`src/rtl/mux4_rr_arbiter.sv`:
```
// -----------------------------------------------------------------------------
// mux4_rr_arbiter
//   Shares one WIDTH-bit valid/ready output channel among four requesters.
//   A round-robin arbiter picks a requester from IDLE and keeps that grant for
//   the whole burst, until the requester's in_last beat is accepted. The grant
//   drives the select of an internal mux4. The chosen word is captured in a
//   registered output stage that can take one word per cycle.
//
// Ports
//   clk        in   1        clock, all state changes on posedge
//   rst        in   1        synchronous active-high reset
//   in_valid   in   4        per-requester valid (bit i = requester i)
//   in_last    in   4        per-requester end-of-burst, qualified by in_valid
//   in_data    in   4*WIDTH  requester i word on in_data[i*WIDTH +: WIDTH]
//   in_ready   out  4        per-requester accept, one-hot or zero
//   out_valid  out  1        registered output valid
//   out_last   out  1        registered end-of-burst marker
//   out_data   out  WIDTH    registered output word
//   out_ready  in   1        downstream accept
//   grant      out  2        currently granted requester (mux select)
//   busy       out  1        high while a burst is owned by a requester
// -----------------------------------------------------------------------------

// Plain 4:1 word multiplexer driven by the arbiter grant.
module mux4 #(
  parameter int WIDTH = 8
) (
  input  logic [1:0]         i_sel,
  input  logic [4*WIDTH-1:0] i_data,
  output logic [WIDTH-1:0]   o_data
);

  always_comb begin
    // NOTE: the default assignment first keeps this block free of latches.
    o_data = i_data[WIDTH-1:0];
    case (i_sel)
      2'd1:    o_data = i_data[1*WIDTH +: WIDTH];
      2'd2:    o_data = i_data[2*WIDTH +: WIDTH];
      2'd3:    o_data = i_data[3*WIDTH +: WIDTH];
      default: o_data = i_data[0*WIDTH +: WIDTH];
    endcase
  end

endmodule

module mux4_rr_arbiter #(
  parameter int WIDTH = 8
) (
  input  logic               clk,
  input  logic               rst,
  input  logic [3:0]         in_valid,
  input  logic [3:0]         in_last,
  input  logic [4*WIDTH-1:0] in_data,
  output logic [3:0]         in_ready,
  output logic               out_valid,
  output logic               out_last,
  output logic [WIDTH-1:0]   out_data,
  input  logic               out_ready,
  output logic [1:0]         grant,
  output logic               busy
);

  typedef enum logic {
    ST_IDLE = 1'b0,
    ST_BUSY = 1'b1
  } state_t;

  state_t             r_state;
  logic [1:0]         r_grant;
  logic [1:0]         r_last_grant;
  logic               r_out_valid;
  logic               r_out_last;
  logic [WIDTH-1:0]   r_out_data;

  logic [WIDTH-1:0]   w_mux_data;
  logic [1:0]         w_pick;
  logic               w_can_accept;
  logic [3:0]         w_in_ready;
  logic               w_in_beat;

  // Round-robin search: the first requesting index after last, wrapping.
  // Scanning from the farthest offset down lets the nearest one win.
  function automatic logic [1:0] rr_pick(input logic [3:0] req,
                                         input logic [1:0] last);
    logic [1:0] idx;
    rr_pick = last + 2'd1;
    for (int k = 4; k >= 1; k--) begin
      idx = last + 2'(k);
      if (req[idx]) rr_pick = idx;
    end
  endfunction

  mux4 #(.WIDTH(WIDTH)) u_mux4 (
    .i_sel  (r_grant),
    .i_data (in_data),
    .o_data (w_mux_data)
  );

  always_comb begin
    w_pick       = rr_pick(in_valid, r_last_grant);
    // The output stage takes a new word when empty or draining this cycle.
    w_can_accept = !r_out_valid || out_ready;
    w_in_ready   = 4'b0000;
    if (r_state == ST_BUSY && w_can_accept) w_in_ready[r_grant] = 1'b1;
    w_in_beat    = |(in_valid & w_in_ready);
  end

  always_ff @(posedge clk) begin
    // NOTE: sequential state uses non-blocking assignments only, so every
    // register samples values from before the clock edge.
    if (rst) begin
      r_state      <= ST_IDLE;
      r_grant      <= 2'd0;
      r_last_grant <= 2'd3;
      r_out_valid  <= 1'b0;
      r_out_last   <= 1'b0;
      r_out_data   <= '0;
    end else begin
      // Output register: reload on an input beat, even when the held word
      // leaves in the same cycle. This gives one beat per cycle.
      if (w_in_beat) begin
        r_out_data  <= w_mux_data;
        r_out_last  <= in_last[r_grant];
        r_out_valid <= 1'b1;
      end else if (r_out_valid && out_ready) begin
        r_out_valid <= 1'b0;
      end

      case (r_state)
        ST_IDLE: begin
          if (|in_valid) begin
            r_grant <= w_pick;
            r_state <= ST_BUSY;
          end
        end
        ST_BUSY: begin
          // The grant stays locked through valid gaps and ends only on an
          // accepted last beat.
          if (w_in_beat && in_last[r_grant]) begin
            r_last_grant <= r_grant;
            r_state      <= ST_IDLE;
          end
        end
        default: r_state <= ST_IDLE;
      endcase
    end
  end

  assign in_ready  = w_in_ready;
  assign out_valid = r_out_valid;
  assign out_last  = r_out_last;
  assign out_data  = r_out_data;
  assign grant     = r_grant;
  assign busy      = (r_state == ST_BUSY);

endmodule

```
`config.mk`:
```
export PLATFORM = sky130hd
export DESIGN_NAME = mux4_rr_arbiter
export DESIGN_NICKNAME = d
export VERILOG_FILES = /design/src/rtl/mux4_rr_arbiter.sv
export SDC_FILE = /design/constraint.sdc
export NUM_CORES = 1
export LEC_CHECK = 0
export ABC_AREA = 1
export ABC_CLOCK_PERIOD_IN_PS = 1600
export CAP_MARGIN = 20
export CORE_AREA = 5 5 103 57
export CTS_CLUSTER_SIZE = 8
export DETAILED_ROUTE_END_ITERATION = 10
export DIE_AREA = 0 0 108 62
export GPL_TIMING_DRIVEN = 0
export PLACE_DENSITY = 0.6
export SYNTH_ARGS = -nofsm -noshare
export SYNTH_HDL_FRONTEND = slang
export SYNTH_HIERARCHICAL = 1
export SYNTH_SLANG_ARGS = --single-unit
```
`constraint.sdc`:
```
create_clock -name clk -period 1.6 [get_ports clk]
set_clock_uncertainty 0.1 [all_clocks]
set_input_delay 0.48 -clock clk [delete_from_list [all_inputs] [get_ports clk]]
set_output_delay 0.48 -clock clk [all_outputs]
set_load 0.005 [all_outputs]
```
==> flow_summary_export.csv <==
group,metric,value,unit
worst_setup_path,crit_path_top_delay_cell,"dfxtp_2",
logic_synthesis,synth_top_family_by_area,"simple AND/OR/NAND/NOR gates",
clock_tree,clk_latency,250,ps
layout,mostFrequentLayoutCell,"nand3_1",
clock_tree,cts_buffer_depth,2,
worst_setup_path,crit_fanout,4,
logic_synthesis,synth_area_per_cell,6.46,um^2
floorplan,die_w,108,um
clock_tree,clock_sinks,15,
sta,worst_pin_slew,351,ps
worst_setup_path,cp_data_required_time,1020,ps
sta,finalSetupViolCount,16,
worst_setup_path,cp.depth,5,
drt,via_per_inst,4.62,
drt,ant_nets,0,
layout,instances_no_fill,322,
sta,maxSlewViolCount,0,
layout,fillers,488,
floorplan,initial_core_util,24.6,%
grt,grt_start_max_net_pins,11,
placement,dp_hpwl,3.48,mm
worst_setup_path,critPathKind,"reg -> out",
job,cap_violations,0,
drt,drc,0,
logic_synthesis,synth_cells,182,
logic_synthesis,synth_flop_cell,"dfxtp_1",
placement,port-buffer-count,59,
floorplan,die_h,62,um
floorplan,io_pins,60,
clock_tree,cts_max_level,1,
layout,final_cell_mix,"nand3_1 (40), nand2_1 (37), clkdlybuf4s50_1 (37)",
layout,fin_nets,296,
logic_synthesis,yosysWarningCount,6,
worst_setup_path,reg2reg_depth,12,
worst_hold_path,holdPathStages,2,
layout,layout-drive-gt1-share,28.2,%
grt,grt_pass1_wl,6.76,mm
logic_synthesis,ys_seq_elements,15,
worst_setup_path,max_stage_delay,350,ps
sta,slew_headroom,76.5,%
grt,grt_pass1_vias,1389,
sta,setup_tns,-1570,ps
power_and_ir_drop,vdd_drop_max,0.342,mV
power_and_ir_drop,cellPowerDensity,940,mW/mm^2
clock_tree,root_buffer,"clkbuf_8",
drt,wl_per_cell,14.1,um
worst_setup_path,cp_num_buf_inv,3,
floorplan,dieArea,0.00670,mm^2
logic_synthesis,synth-xor-area-share,0.745,%
placement,dp_cells,311,
worst_setup_path,worstPathArrival,1200,ps
run_status,status,"complete, but fails checks",
grt,overflow,0,
power_and_ir_drop,leakagePower,0.938,nW
logic_synthesis,synth_edf_count,0,
drt,drt_pass1_iterations,4,
logic_synthesis,synth.distinct_cells,22,
drt,dr.first_iter.drc_count,111,
layout,n_antenna_cell,0,
drt,vias,1488,
worst_setup_path,worstPathCellList,"inv_2, a21oi_4, inv_2, nor3_2, buf_2",
clock_tree,postCtsHoldBufs,0,
logic_synthesis,synth.net_count,225,
clock_tree,cts_buffers,3,
sta,rsz0062_at_grt,"yes",
sta,setup_slack,-176,ps
run_status,violations,"setup timing",
logic_synthesis,synth_area,0.00117,mm^2
floorplan,num_rows,18,
sta,fmax,0.563,GHz
worst_hold_path,hp-class,"reg -> reg",
logic_synthesis,yosysSeqAreaShare,25.6,%
drt,routed_wl,4.54,mm
sta,hold_viol,0,
logic_synthesis,synthSimpleGateAreaFrac,49.3,%
layout,syn2layout_area_growth,74.8,%
logic_synthesis,synth_compound_area_share,8.95,%
grt,grt_usage,13.2,%
clock_tree,clkTransAtPathRegs,60,ps
clock_tree,cts_tree,"built",
placement,place_congestion,0.813,
sta,fin_crit_sh,111,%
grt,antenna_found_initial,0,
sta,fin_crit,1780,ps
logic_synthesis,synthAdderAreaFrac,0,%
worst_setup_path,cpMostUsedCell,"inv_2",
logic_synthesis,synthMuxAreaShare,0,%
worst_setup_path,cp_top_family,"flip-flops",
logic_synthesis,async_flop_share,0,%
worst_setup_path,start_kind,"register",
floorplan,core-area,0.00477,mm^2
worst_setup_path,end_kind,"primary output",
power by group:
group          total [mW]  switching, mW  internal (mW)
combinational        1.09          0.580          0.515
clock               0.315          0.138          0.177
sequential          0.521         0.0730          0.448
per-layer routing:
layer / up-vias / wire (um) / global-route usage, %
met2: 61 / 1770 / 18.8
met5: - / 0 / 0
li1: 759 / - / -
met4: 0 / 25 / 2.16
met1: 659 / 2270 / 18.8
met3: 9 / 471 / 5.57
worst register-to-register path: stages, from the launching register on:
cell and delay [ps]:
dfxtp_2 330, inv_2 70, a21oi_4 50, buf_4 140, buf_6 100, buf_4 130, nand4_1 80, nand2_2 80
nor2_4 160, inv_4 80, clkbuf_16 170, nand3_2 60, nand3_1 70
cell usage after synthesis (4+ instances only):
library cell | count | area (um^2)
nand3_1 | 40 | 200
nand2_1 | 39 | 146
dfxtp_1 | 15 | 300
inv_1 | 14 | 52.6
nand4_1 | 14 | 87.6
o21ai_1 | 9 | 45.0
buf_6 | 8 | 90.1
nor2_1 | 8 | 30.0
nor2_2 | 8 | 50.1
a21oi_1 | 5 | 25.0
inv_2 | 4 | 15.0
nor3_1 | 4 | 20.0
cell type report:
| type | count | area [um^2] | area share, % |
|---|---|---|---|
| Timing Repair Buffer | 66 | 618 | 30.1 |
| Multi-Input combinational cell | 137 | 796 | 38.8 |
| Sequential cell | 15 | 308 | 15.0 |
| Buffer | 10 | 119 | 5.79 |
| Inverter | 20 | 80.1 | 3.90 |
| Clock buffer | 4 | 45.0 | 2.19 |
| Tap cell | 70 | 87.6 | 4.27 |
timing repair:
action,CTS,global route
pin swaps,3,9
cloned,0,1
setup endpoints to repair,32,17
resized for setup,54,23
setup buffers,4,2
sequential cells by signal (all words and copies together), names as in the netlist:
register      cells
out_valid         1
r_last_grant      2
grant             2
out_last          1
out_data          8
busy              1
cells by family after synthesis:
family,count (synthesis)
simple gates,118
buf+inv,30
compound gates,18
flops,15
xor+xnor,1
path summary, 6_finish.rpt:
kind	startpoint	end	slack (ps)
worst max register to register	busy	r_last_grant[0]	-110
worst min-delay path	out_data[7]	out_data[7]	390
worst max-delay path	busy	in_ready[1]	-180
worst min register to register	out_data[7]	out_data[7]	390
metrics by stage:
stage	cell area (um^2)	total power [mW]	worst slack (ps)	utilization (%)	hold slack [ps]
finish	2050	1.93	-176	43.0	391
global route	2050	2.06	-243	43.0	411
CTS	1920	1.77	-176	40.2	375
detailed placement	1850	1.47	-994	38.8	369
global placement	1850	1.46	-1020	38.8	362
floorplan	1170	1.08	85.7	-	359
Note: power is estimated with default switching activity, not from simulation.
